**src/rtl/uart_rx_fifo.sv**
```systemverilog
// Receive FIFO behind a UART receiver: synchronizes the receiver's data_ready level, turns each
// rising edge into a single write of rhr_data, and offers a show-ahead byte queue with overrun flag.
module uart_rx_fifo #(
  parameter int unsigned DEPTH  = 16,
  parameter int unsigned ADDR_W = 4
) (
  input  logic              clk,
  input  logic              reset,
  input  logic [7:0]        rhr_data,
  input  logic              data_ready,
  input  logic              rd_en,
  input  logic              clr_overrun,
  output logic [7:0]        rd_data,
  output logic              empty,
  output logic              full,
  output logic [ADDR_W:0]   count,
  output logic              overrun
);

  // The write FSM state doubles as the history flop s3 (StHeld == s3 high).
  typedef enum logic {StIdle = 1'b0, StHeld = 1'b1} wr_state_e;

  wr_state_e         wr_state_q;
  logic              s1_q, s2_q;
  logic              wr, rd_acc, wr_acc, drop;
  logic [ADDR_W-1:0] wr_ptr_q, rd_ptr_q;
  logic [ADDR_W:0]   count_q, count_d;
  logic              empty_q, full_q, overrun_q;
  logic [7:0]        mem [DEPTH];

  always_ff @(posedge clk) begin
    if (reset) begin
      s1_q       <= 1'b0;
      s2_q       <= 1'b0;
      wr_state_q <= StIdle;
    end else begin
      s1_q <= data_ready;
      s2_q <= s1_q;
      case (wr_state_q)
        StIdle:  if (s2_q)  wr_state_q <= StHeld;
        StHeld:  if (!s2_q) wr_state_q <= StIdle;
        default: wr_state_q <= StIdle;
      endcase
    end
  end

  assign wr     = s2_q && (wr_state_q == StIdle);
  assign rd_acc = rd_en && !empty_q;
  // A full FIFO still takes a byte when the same cycle frees a slot.
  assign wr_acc = wr && (!full_q || rd_acc);
  assign drop   = wr && full_q && !rd_en;

  always_comb begin
    count_d = count_q;
    case ({wr_acc, rd_acc})
      2'b10:   count_d = count_q + (ADDR_W+1)'(1);
      2'b01:   count_d = count_q - (ADDR_W+1)'(1);
      default: count_d = count_q;
    endcase
  end

  always_ff @(posedge clk) begin
    if (reset) begin
      wr_ptr_q  <= '0;
      rd_ptr_q  <= '0;
      count_q   <= '0;
      empty_q   <= 1'b1;
      full_q    <= 1'b0;
      overrun_q <= 1'b0;
    end else begin
      if (wr_acc) wr_ptr_q <= wr_ptr_q + ADDR_W'(1);
      if (rd_acc) rd_ptr_q <= rd_ptr_q + ADDR_W'(1);
      count_q <= count_d;
      empty_q <= (count_d == '0);
      full_q  <= (count_d == (ADDR_W+1)'(DEPTH));
      // Set wins over clear.
      if (drop)             overrun_q <= 1'b1;
      else if (clr_overrun) overrun_q <= 1'b0;
    end
  end

  // Storage is not reset; stale bytes are unreachable once the pointers clear.
  always_ff @(posedge clk) begin
    if (!reset && wr_acc) mem[wr_ptr_q] <= rhr_data;
  end

  assign rd_data = mem[rd_ptr_q];
  assign empty   = empty_q;
  assign full    = full_q;
  assign count   = count_q;
  assign overrun = overrun_q;

endmodule
```
**config.mk**
```make
export PLATFORM = sky130hd
export DESIGN_NAME = uart_rx_fifo
export DESIGN_NICKNAME = d
export VERILOG_FILES = /design/src/rtl/uart_rx_fifo.sv
export SDC_FILE = /design/constraint.sdc
export NUM_CORES = 1
export LEC_CHECK = 0
export ABC_AREA = 0
export CAP_MARGIN = 20
export CORE_MARGIN = 3
export CORE_UTILIZATION = 59
export DETAILED_ROUTE_END_ITERATION = 8
export PLACE_DENSITY = 0.77
export SYNTH_ARGS = -nofsm -noshare
export SYNTH_HDL_FRONTEND = slang
export SYNTH_SLANG_ARGS = --single-unit
```
**constraint.sdc**
```tcl
create_clock -name clk -period 3.42 [get_ports clk]
set_input_delay 0.684 -clock clk [delete_from_list [all_inputs] [get_ports clk]]
set_output_delay 0.684 -clock clk [all_outputs]
set_load 0.01 [all_outputs]
```
# [After elaboration in Yosys (flattened, before gate mapping)]
# Memories as Yosys holds them, arrays and structs flattened. A register that Yosys moved wholly into a read port is not among the register bits.
# Index checks and enable logic that the tools add are counted.
[op_classes] n_addsub=4 n_eq_ne=3 muxes=8 bitwise_logic=1 reduce_logical=13
[ops] cell="$pmux 5 s2" n=1
[ops] cell="$add 4x1->4 const B" n=2
[ops] cell="$mux 4" n=2
[ops] cell="$logic_and 1x1->1" n=6
[ops] cell="$add 5x1->5 const B" n=1
[ops] cell="$eq 5x5->1 const B" n=1
[ops] cell="$logic_not 5->1" n=1
[ops] cell="$mux 1" n=5
[ops] cell="$sub 5x1->5 const B" n=1
[ops] cell="$logic_not 1->1" n=4
[ops] cell="$eq 2x1->1 const B" n=1
[ops] cell="$eq 2x2->1 const B" n=1
[ops] cell="$reduce_bool 2->1" n=1
[ops] cell="$logic_or 1x1->1" n=1
[ops] cell="$not 1->1" n=1
[word_totals] reg_bits=19 ram_bits=128 inputBits=13 output_inout_bits=16 wordCells=39 n_memories=1
[memory_table] name="mem" depth=16 width=8 read_ports=1 rd_ports_with_merged_regs=1 write_ports=1 line_no="29" text="logic [7:0] mem [DEPTH];"

# [Longest topological paths before layout]
# Gate-level depths: netlist of the first run.
[logic_depth] depth_word=7 ltp_mapped=13 mapped_depth_nobuf=11

# [Least setup slack after synthesis of the first run]
# Ideal clock, no wire load.
[synth_timing] kind="input to register" startpoint="in rd_en" endpoint="reg full_q, in the netlist full" setup_ps=96 arrival_time_ps=2763 required_ps=3324 setup_slack_ps=561 cell_stages=13 path_buffers=2 cell_sequence="nor2b_1 buf_2 o21a_1 inv_1 ha_1 buf_2 xor2_1 ha_1 a21oi_1 mux2i_1 xor2_1 nand2_1 nor4b_1"
[synth_via] elab_chain_len=6 elab_cells_between_ends=7 cone_classes="3 x eq/ne; 1 x mux; 3 x reduce/logical"
[synth_lines] item="start, declared" line_no="11" text="input logic rd_en,"
[synth_lines] item="$logic_and 1x1->1 (*)" line_no="48" text="assign rd_acc = rd_en && !empty_q;"
[synth_lines] item="named net rd_acc" line_no="25" text="logic wr, rd_acc, wr_acc, drop;"
[synth_lines] item="$logic_or 1x1->1" line_no="50" text="assign wr_acc = wr && (!full_q || rd_acc);"
[synth_lines] item="$logic_and 1x1->1" line_no="50"
[synth_lines] item="$eq 2x1->1 / $eq 2x2->1 (equally long branches)" line_no="55" text="case ({wr_acc, rd_acc})"
[synth_lines] item="$pmux 5 s2 (*)" line_no="55"
[synth_lines] item="$eq 5x5->1 (*)" line_no="75" text="full_q <= (count_d == (ADDR_W+1)'(DEPTH));"
[synth_lines] item="end signal, assigned" line_no="75"
[synth_lines] item="end, declared" line_no="28" text="logic empty_q, full_q, overrun_q;"
# Mark *: on every way through the listed nets, which the timed path passes. The rest lies on a longest branch.
# A chain may end at the register's enable or synchronous reset.

==> results of run 1 <==
layout make-up:
type	count	area share
multi-input cells	138	0.215
clock buffers	22	0.0630
well taps	133	0.0232
inverters	5	0.00261
flip-flops and latches	151	0.599
clock inverters	10	0.0244
repair buffers	56	0.0724
kinds of logic (layout without fill, tap and decap cells):
family / after synthesis / count (layout)
AO/OA/AOI/OAI: 14 / 14
XOR/XNOR: 11 / 11
adder cells (fa/ha/maj): 8 / 8
buffers and inverters: 23 / 93
flip-flops: 151 / 151
multiplexers: 43 / 43
AND/OR/NAND/NOR: 62 / 62
metrics by stage:
stage | hold slack [ns] | setup slack [ns] | area [um^2]
2_1_floorplan | 0.414 | 0.561 | 6000
3_3_place_gp | 0.431 | 0.246 | 6550
3_5_place_dp | 0.444 | 0.131 | 6550
4_1_cts | 0.457 | 0.0214 | 7190
5_1_grt | 0.468 | 0.00881 | 7190
6_report | 0.454 | 0.102 | 7190
synthesized netlist by cell type, types with 5 or more instances:
| master | instances | area (um^2) |
|---|---|---|
| buf_2 | 5 | 25.0 |
| mux4_1 | 14 | 368 |
| nand2_1 | 10 | 37.5 |
| ha_1 | 8 | 100 |
| nor2_1 | 31 | 116 |
| nor2b_1 | 6 | 37.5 |
| edfxtp_1 | 128 | 3840 |
| inv_1 | 5 | 18.8 |
| xor2_1 | 8 | 70.1 |
| mux4_2 | 26 | 586 |
| dfxtp_1 | 23 | 460 |
| clkbuf_1 | 6 | 22.5 |
how the worst max path moves through the flow:
stage	depth (start not counted)	to	start
after floorplan	13	full	rd_en
after global placement	12	full	rd_en
after detailed placement	12	full	rd_en
after CTS	4	rd_data[3]	flip-flop
after global routing	4	rd_data[4]	flip-flop
final	4	rd_data[1]	flip-flop
report_power, final:
| group | internal, mW | switching, mW | total (mW) |
|---|---|---|---|
| logic | 0.246 | 0.189 | 0.436 |
| registers | 2.02 | 0.0310 | 2.05 |
| clock network | 1.29 | 0.662 | 1.95 |
| total | 3.56 | 0.883 | 4.44 |
timing repair:
item                                    in CTS  in global routing
gates resized for setup                      1                  4
hold buffers                                 0                  0
buffers inserted                             2                  0
cloned                                       0                  0
endpoints found under the setup margin       8                  3
routing by layer:
metal / global-route usage / share of wire / up-vias
li1: - / - / 1347
met1: 0.296 / 0.39 / 1525
met2: 0.368 / 0.51 / 134
met3: 0.0710 / 0.074 / 25
met4: 0.0858 / 0.019 / 2
met5: 0 / 0.0011 / -
state kept, by name, summed over array words and instances (netlist names), named ones only:
register and cells:
s2_q 1, wr_state_q 1, mem 128, count 5, s1_q 1, full 1
wr_ptr_q 4, empty 1, overrun 1, rd_ptr_q 4
==> results.md, run 1 <==
- Tcrit/Tclk final: 0.970
- Routed via count: 3033
- Vias in the first global route: 3222
- Via-per-instance ratio: 5.89
- Critical path class: reg2out
- IO Pins: 29
- CTS Sinks: 151
- Pre-antenna DRT Iters: 7
- Final #Nets: 390
- Max IR drop VDD: 0.311 mV
- Slowest cell on the critical path: mux4_1
- Yosys warning count: 0
- CP startpoint kind: flip-flop
- GR Overflow Total: 0
- CP top delay family: multiplexers
- Gate Count Post-Synth: 312
- Final Hold Fails: 0
- Worst flop-to-flop path startpoint: s2_q
- Die ar.: 0.0114 mm^2
- Crit path largest cell delay: 0.55 ns
- Mux cell area share after synthesis: 0.164
- Placed insts: 481
- Max clock buf depth: 2
- Worst-Skew Late Latency: 0.53 ns
- GRT Overall Usage: 0.228
- Largest net degree at the start of global routing: 33
- Slew HR: 0.567
- Worst Setup End Kind: primary output
- Fill cells: 620
- Post-Synth Adder-Cell Area: 0.0167
- Final WL: 11500 um
- Number of buffers created by CTS: 17
- Reg area: 0.00431 mm^2
- FF-to-FF setup slack: 0.88 ns
- GPL Wtd Cong: 0.762
- Area of the multi-input gates: 0.00155 mm^2
- Final Critical Period: 3.32 ns
- Final instance count without filler cells: 515
- PwrDens: 618 mW/mm^2
- Height of the die: 107 um
- Most common cell after layout, fill and taps aside: edfxtp_1
- Async set or reset register ratio after synthesis: 0
- Clock transition at path regs: 0.06 ns
- Avg Cell Area, Syn: 19.2 um^2
- Share of layout cells above drive strength 1: 0.225
- Post-layout util: 0.732
- Synth Flop Type: edfxtp_1
- Layout area overhead: 19.7%
- Crit Path Max Fanout: 9
- Initial antenna violation count: 1
- Setup violators final: 0
- Remaining DRCs: 0
- Synth Net Count: 333
- Yosys reg bits: 151
- First-pass GRT wire length: 18300 um
- Post-synth EDFFs: 128
- Hold depth: 1
- Largest family of logic cells by synthesized area: multiplexers
- Routed WL per cell: 22.4 um
- CP Cell Sequence: buf_12 -> mux4_1 -> mux4_2 -> clkdlybuf4s50_1
- H-tree Lvls: 4
- Synth Area in Simple Gates: 0.0471
- Slew @ Worst Pin: 0.648 ns
- TNS Setup: 0 ns
- Initial DRC Count: 191
- Die width: 107 um
- RSZ-0062 raised after global routing: no
- Port buffer count: 28
- Synth unique cells: 33
- Rows: 36
- Path depth of the worst reg2reg path: 11
- Antenna-violating nets left: 0
- Hold Path Sink: s2_q
- Placeable Area: 0.00982 mm^2
- Post-synthesis compound-gate area fraction: 0.0152
- Max-cap violations: 0
- Seq/Total Area, Yosys: 0.717
- Status: completed
- Worst r2r dst: full
- Syn Std Cell Area: 0.00600 mm^2
- ANT cells: 0
- Max Fclk: 0.301 GHz
- Hold crit path type: reg2reg
- Hold_sp: s1_q
- Commonest non-fill, non-tap cells in the layout: 128 x edfxtp_1, 31 x nor2_1, 28 x mux4_2
- Post-Synth XOR/XNOR Area: 0.0160
- Initial Util: 0.611
- Leak: 2.41 nW
- Final Skew: 0.0101 ns
- Critical Path RT: 2.74 ns
- Worst EP arrival: 2.63 ns
- Buffers plus inverters on the worst setup path: 2
- CTS tree: done
- Max-slew violation count: 0
- CTS root buf: clkbuf_8
- HPWL Detailed: 7090 um
- Total power: 4.44 mW
No activity file was read; power rests on OpenSTA's default activity.
==> run 2, diff against run 1 <==
- CORE_UTILIZATION: 59 -> 54
- PLACE_DENSITY: 0.77 -> 0.72
==> run 2 against run 1 <==
  * Worst hold slack worse by 0.012 ns
  * Maximum frequency down 1.0%
  * Power down 4.3%
  * Count of clock-buffer cells in the layout unchanged
  * Core utilization down 5.4 points
  * Die area up 8.7%
  * Largest cell class unchanged
  * Highest routed layer is now met4
==> results.md, run 2 (synthesis gave the netlist of run 1 again) <==
- Status: completed (unchanged)
- Max clock buf depth: 2 (unchanged)
- Largest register by flop count: mem (unchanged)
- Comb power frac: 0.102 (was 0.098)
- Crit Path Max Fanout: 10 (was 9)
- Post-CTS setup buffer count: 0 (was 2)
- Max reg flops: 128 (unchanged)
- Clock transition at path regs: 0.06 ns (about the same)
- Via-per-instance ratio: 5.72 (was 5.89)
- Clock Power Share: 0.416 (was 0.440)
- RSZ-0062 raised after global routing: no (unchanged)
- IO Pins: 29 (unchanged)
- Critical path class: reg2out (unchanged)
- Final Skew: 0.0102 ns (was 0.0101 ns)
- Post-layout util: 0.678 (was 0.732)
- Tcrit/Tclk final: 0.980 (was 0.970)
- Crit path largest cell delay: 0.59 ns (was 0.55 ns)
- GPL Wtd Cong: 0.779 (was 0.762)
- Initial antenna violation count: 0 (was 1)
- Seq pwr share: 0.482 (was 0.462)
- Path depth of the worst reg2reg path: 11 (unchanged)
- ANT cells: 0 (unchanged)
- Worst-Skew Late Latency: 0.52 ns (was 0.53 ns)
- Final #Nets: 388 (was 390)
- Slew @ Worst Pin: 0.633 ns (was 0.648 ns)
- Sw power: 932 uW (was 883 uW)
- Buffers plus inverters on the worst setup path: 2 (unchanged)
- CP startpoint kind: flip-flop (unchanged)
- Max-slew violation count: 0 (unchanged)
- Largest net degree at the start of global routing: 33 (unchanged)
- Pre-antenna DRT Iters: 4 (was 7)
- Final Critical Period: 3.35 ns (was 3.32 ns)
- Die ar.: 0.0124 mm^2 (was 0.0114 mm^2)
- Slew HR: 0.577 (was 0.567)
- CTS Sinks: 151 (unchanged)
- Routed via count: 2950 (was 3033)
- Fill cells: 692 (was 620)
- FF-to-FF setup slack: 1.01 ns (was 0.88 ns)
- H-tree Lvls: 4 (unchanged)
- Initial Util: 0.569 (was 0.611)
- Final WL: 11400 um (was 11500 um)
- Max IR drop VDD: 0.378 mV (was 0.311 mV)
- Commonest non-fill, non-tap cells in the layout: 128 x edfxtp_1, 31 x nor2_1, 27 x clkdlybuf4s50_1 (was 128 x edfxtp_1, 31 x nor2_1, 28 x mux4_2)
- Leak: 2.38 nW (was 2.41 nW)
- Port buffer count: 28 (unchanged)
- Most common cell after layout, fill and taps aside: edfxtp_1 (unchanged)
- Worst Setup End Kind: primary output (unchanged)
- Setup violators final: 0 (unchanged)
- CP Cell Sequence: buf_12 -> mux4_1 -> mux4_2 -> clkdlybuf4s50_1 (unchanged)
- Layout area overhead: 19.2% (was 19.7%)
- Hold crit path type: reg2reg (unchanged)
- Critical Path RT: 2.74 ns (about the same)
- First-pass GRT wire length: 17900 um (was 18300 um)
- Antenna-violating nets left: 0 (unchanged)
- Hold_sp: s1_q (unchanged)
- Final Hold Fails: 0 (unchanged)
- CTS root buf: clkbuf_8 (unchanged)
- Initial DRC Count: 215 (was 191)
- Hold-fix buffers, CTS: 0 (unchanged)
- CTS tree: done (unchanged)
- Share of layout cells above drive strength 1: 0.221 (was 0.225)
- Total power: 4.25 mW (was 4.44 mW)
- HPWL Detailed: 7140 um (was 7090 um)
- Die width: 111 um (was 107 um)
- CP top delay family: multiplexers (unchanged)
- Placed insts: 483 (was 481)
- PwrDens: 594 mW/mm^2 (was 618 mW/mm^2)
- Worst r2r dst: full (unchanged)
- Max-cap violations: 0 (unchanged)
- Final instance count without filler cells: 516 (was 515)
- Post-place instance area: 0.00652 mm^2 (was 0.00655 mm^2)
- Switching Share: 0.219 (was 0.199)
- Cell Int Power: 3.32 mW (was 3.56 mW)
- Max Fclk: 0.298 GHz (was 0.301 GHz)
- Number of buffers created by CTS: 17 (unchanged)
- GR Overflow Total: 0 (unchanged)
- Slowest cell on the critical path: mux4_1 (unchanged)
- Vias in the first global route: 3098 (was 3222)
- Worst flop-to-flop path startpoint: s2_q (unchanged)
- Hold depth: 1 (unchanged)
- Final Cell Area: 0.00716 mm^2 (was 0.00719 mm^2)
- Height of the die: 111 um (was 107 um)
- Routed WL per cell: 22.1 um (was 22.4 um)
- GRT Overall Usage: 0.198 (was 0.228)
- Placeable Area: 0.0106 mm^2 (was 0.00982 mm^2)
- Rows: 37 (was 36)
- Hold Path Sink: s2_q (unchanged)
- Worst EP arrival: 2.67 ns (was 2.63 ns)
- Remaining DRCs: 0 (unchanged)
-- run 2: metrics by stage --
stage	hold WS, ns	TNS [ns]	worst slack (ns)
after detailed placement	0.431	0	0.194
after floorplan	0.414	0	0.561
after global placement	0.423	0	0.307
final	0.441	0	0.0688
after global routing	0.472	0	0.00705
after CTS	0.446	-0.00717	-0.00717
-- run 2: area by class of cell --
type | count | area [um^2] | share of cell area
clock inverter | 10 | 73.8 | 0.0103
multi-input combinational | 138 | 1550 | 0.217
tap | 136 | 170 | 0.0238
timing repair buffer | 54 | 524 | 0.0733
inverter | 5 | 18.8 | 0.00262
sequential | 151 | 4310 | 0.602
clock buffer | 22 | 507 | 0.0708
-- run 2: worst max-delay path by stage --
stage,from,endpoint,slack [ns],cells after the start
3_5_place_dp,rd_en,full,0.19,12
5_1_grt,flip-flop,rd_data[0],0.007,4
4_1_cts,flip-flop,rd_data[1],-0.007,4
3_3_place_gp,rd_en,full,0.31,12
2_1_floorplan,rd_en,full,0.56,13
6_report,flip-flop,rd_data[0],0.07,4
-- run 2: metal layers --
layer / up-vias / GRT usage / wire length [um]
li1: 1347 / - / -
met1: 1509 / 0.279 / 5160
met2: 81 / 0.306 / 5550
met3: 13 / 0.0565 / 535
met4: 0 / 0.0592 / 149
met5: - / 0 / 0
-- run 2: power by group through the flow --
stage	Combinational (mW)	Clock, mW	Sequential [mW]
after detailed placement	0.411	0	2.08
after global routing	0.473	1.88	2.05
after CTS	0.424	1.81	2.04
final	0.435	1.77	2.05
after global placement	0.407	0	2.08
after floorplan	0.291	0	2.08
-- run 2: what timing repair did --
| item | in CTS | in global routing |
|---|---|---|
| endpoints found under the setup margin | 8 | 4 |
| gates resized for setup | 4 | 5 |
| gates cloned | 0 | 1 |
==> run 3, diff against run 2 <==
- CORE_MARGIN: 3 -> default
==> run 3 against run 2 <==
  * Clock power increased by 11%
  * Global-route usage increased by 1.8 points
  * Register-to-register slack got worse by 0.10 ns
  * Sequential power about the same
  * Wire length increased by 2.0%
  * Clock skew decreased by 0.0044 ns
  * Flip-flop and latch count unchanged
  * Worst hold slack got worse by 0.0016 ns
  * Design area increased by 1.7%
  * Largest power group unchanged
==> results.md, run 3 (synthesis gave the netlist of run 1 again) <==
- Hold crit path type: reg2reg (unchanged)
- Fill cells: 700 (was 692)
- Switching Share: 0.209 (was 0.219)
- Hold_sp: s1_q (unchanged)
- Max-cap violations: 0 (unchanged)
- Via-per-instance ratio: 5.69 (was 5.72)
- Worst-Skew Late Latency: 0.53 ns (was 0.52 ns)
- Met3 WL: 668 um (was 535 um)
- Critical Path RT: 2.74 ns (about the same)
- Pre-antenna DRT Iters: 4 (unchanged)
- Status: completed (unchanged)
- Vias in the first global route: 3014 (was 3098)
- Die ar.: 0.0115 mm^2 (was 0.0124 mm^2)
- RSZ-0062 raised after global routing: no (unchanged)
- Path depth of the worst reg2reg path: 11 (unchanged)
- Met1 WL: 4600 um (was 5160 um)
- H-tree Lvls: 4 (unchanged)
- Worst Setup End Kind: primary output (unchanged)
- Die width: 107 um (was 111 um)
- Slew @ Worst Pin: 0.589 ns (was 0.633 ns)
- Largest net degree at the start of global routing: 33 (unchanged)
- CP startpoint kind: flip-flop (unchanged)
- Reg area: 0.00431 mm^2 (about the same)
- Share of layout cells above drive strength 1: 0.248 (was 0.221)
- First-pass GRT wire length: 17100 um (was 17900 um)
- Hold Path Sink: s2_q (unchanged)
- Initial DRC Count: 263 (was 215)
- Final Worst Setup Slack: 0.0595 ns (was 0.0688 ns)
- HPWL Detailed: 6800 um (was 7140 um)
- Worst r2r dst: full (unchanged)
- Hold depth: 1 (unchanged)
- PwrDens: 618 mW/mm^2 (was 594 mW/mm^2)
- Final WL: 11600 um (was 11400 um)
- FF-to-FF setup slack: 0.91 ns (was 1.01 ns)
- CP Cell Sequence: buf_12 -> mux4_1 -> mux4_2 -> clkdlybuf4s50_1 (unchanged)
- GRT Overall Usage: 0.216 (was 0.198)
- Final Hold Fails: 0 (unchanged)
- Slew HR: 0.606 (was 0.577)
- Height of the die: 107 um (was 111 um)
- GPL Wtd Cong: 0.759 (was 0.779)
- Max IR drop VDD: 0.321 mV (was 0.378 mV)
- Buffers plus inverters on the worst setup path: 2 (unchanged)
- Initial antenna violation count: 0 (unchanged)
- CTS tree: done (unchanged)
- Routed via count: 3022 (was 2950)
- Setup WS pre-CTS: 0.144 ns (was 0.194 ns)
- Sw power: 941 uW (was 932 uW)
- Clock Power Share: 0.436 (was 0.416)
- CP top delay family: multiplexers (unchanged)
- Number of buffers created by CTS: 17 (unchanged)
- Hold Slack: 0.440 ns (was 0.441 ns)
- Setup violators final: 0 (unchanged)
- Critical path class: reg2out (unchanged)
- Slowest cell on the critical path: mux4_1 (unchanged)
- Port buffer count: 28 (unchanged)
- Placeable Area: 0.0108 mm^2 (was 0.0106 mm^2)
- Initial Util: 0.554 (was 0.569)
- Top routing layer in use: met4 (unchanged)
- Layout area overhead: 21.2% (was 19.2%)
- Crit Path Max Fanout: 15 (was 10)
- Worst EP arrival: 2.68 ns (was 2.67 ns)
- GR Overflow Total: 0 (unchanged)
- Most common cell after layout, fill and taps aside: edfxtp_1 (unchanged)
- Final Critical Period: 3.36 ns (was 3.35 ns)
- ANT cells: 0 (unchanged)
- Commonest non-fill, non-tap cells in the layout: 128 x edfxtp_1, 33 x buf_4, 31 x nor2_1 (was 128 x edfxtp_1, 31 x nor2_1, 27 x clkdlybuf4s50_1)
- Comb power frac: 0.110 (was 0.102)
- CTS root buf: clkbuf_8 (unchanged)
- Leak: 2.45 nW (was 2.38 nW)
- Area of the multi-input gates: 0.00154 mm^2 (was 0.00155 mm^2)
- Largest register by flop count: mem (unchanged)
- Max reg flops: 128 (unchanged)
- Rows: 38 (was 37)
- Max Fclk: 0.298 GHz (about the same)
- Cell Int Power: 3.56 mW (was 3.32 mW)
- Antenna-violating nets left: 0 (unchanged)
- Final Skew: 0.00583 ns (was 0.0102 ns)
- Seq pwr share: 0.455 (was 0.482)
- Max-slew violation count: 0 (unchanged)
- IO Pins: 29 (unchanged)
- Tcrit/Tclk final: 0.983 (was 0.980)
- Worst flop-to-flop path startpoint: s2_q (unchanged)
- Routed WL per cell: 21.9 um (was 22.1 um)
- Max clock buf depth: 2 (unchanged)
- CTS Sinks: 151 (unchanged)
- Final #Nets: 399 (was 388)
- Clock transition at path regs: 0.06 ns (about the same)
- Remaining DRCs: 0 (unchanged)
- Crit path largest cell delay: 0.59 ns (about the same)
- Metal2 WL: 6190 um (was 5550 um)
## run 3: per-stage QoR
stage	instance area (um^2)	power, mW	TNS, ns	cells	utilization
after floorplan	6000	2.37	0	312	-
after global placement	6510	2.49	0	484	0.601
after detailed placement	6510	2.50	0	484	0.601
after CTS	7130	4.44	-0.139	516	0.657
after global routing	7280	4.64	0	531	0.671
final	7280	4.50	0	531	0.671
## run 3: power groups by stage
stage               combinational (mW)  clock (mW)  sequential [mW]
global placement                 0.414           0             2.08
CTS                              0.422        1.98             2.04
global route                     0.529        2.06             2.05
floorplan                        0.291           0             2.08
detailed placement               0.423           0             2.08
finish                           0.493        1.96             2.05
## run 3: worst max-delay path by stage
stage / startpoint / cells past startpoint / to / slack, ns
after CTS: flip-flop / 4 / rd_data[3] / -0.03
after global placement: rd_en / 12 / full / 0.30
after global routing: flip-flop / 4 / rd_data[4] / 0.007
final: flip-flop / 4 / rd_data[0] / 0.06
after detailed placement: rd_en / 12 / full / 0.14
after floorplan: rd_en / 13 / full / 0.56
## run 3: final cells by class
class                   instances  share of cell area
clock buffers                  19              0.0580
clock inverters                13              0.0279
inverters                       5             0.00258
multi-input cells             138               0.212
flip-flops and latches        151               0.592
well taps                     140              0.0241
repair buffers                 65              0.0837
## run 3: timing repair
action                                 in CTS  in global routing
gates resized for setup                     4                  5
hold buffers                                0                  0
cloned                                      0                  1
endpoints found under the hold margin       0                  0
setup buffers                               0                 14
setup endpoints to repair                   8                  6
pin swaps                                   0                  0
## run 3: per-layer routing
layer / global-route usage / up-vias
met4: 0.0783 / 0
li1: - / 1367
met2: 0.364 / 101
met3: 0.0672 / 19
met1: 0.263 / 1535
met5: 0 / -
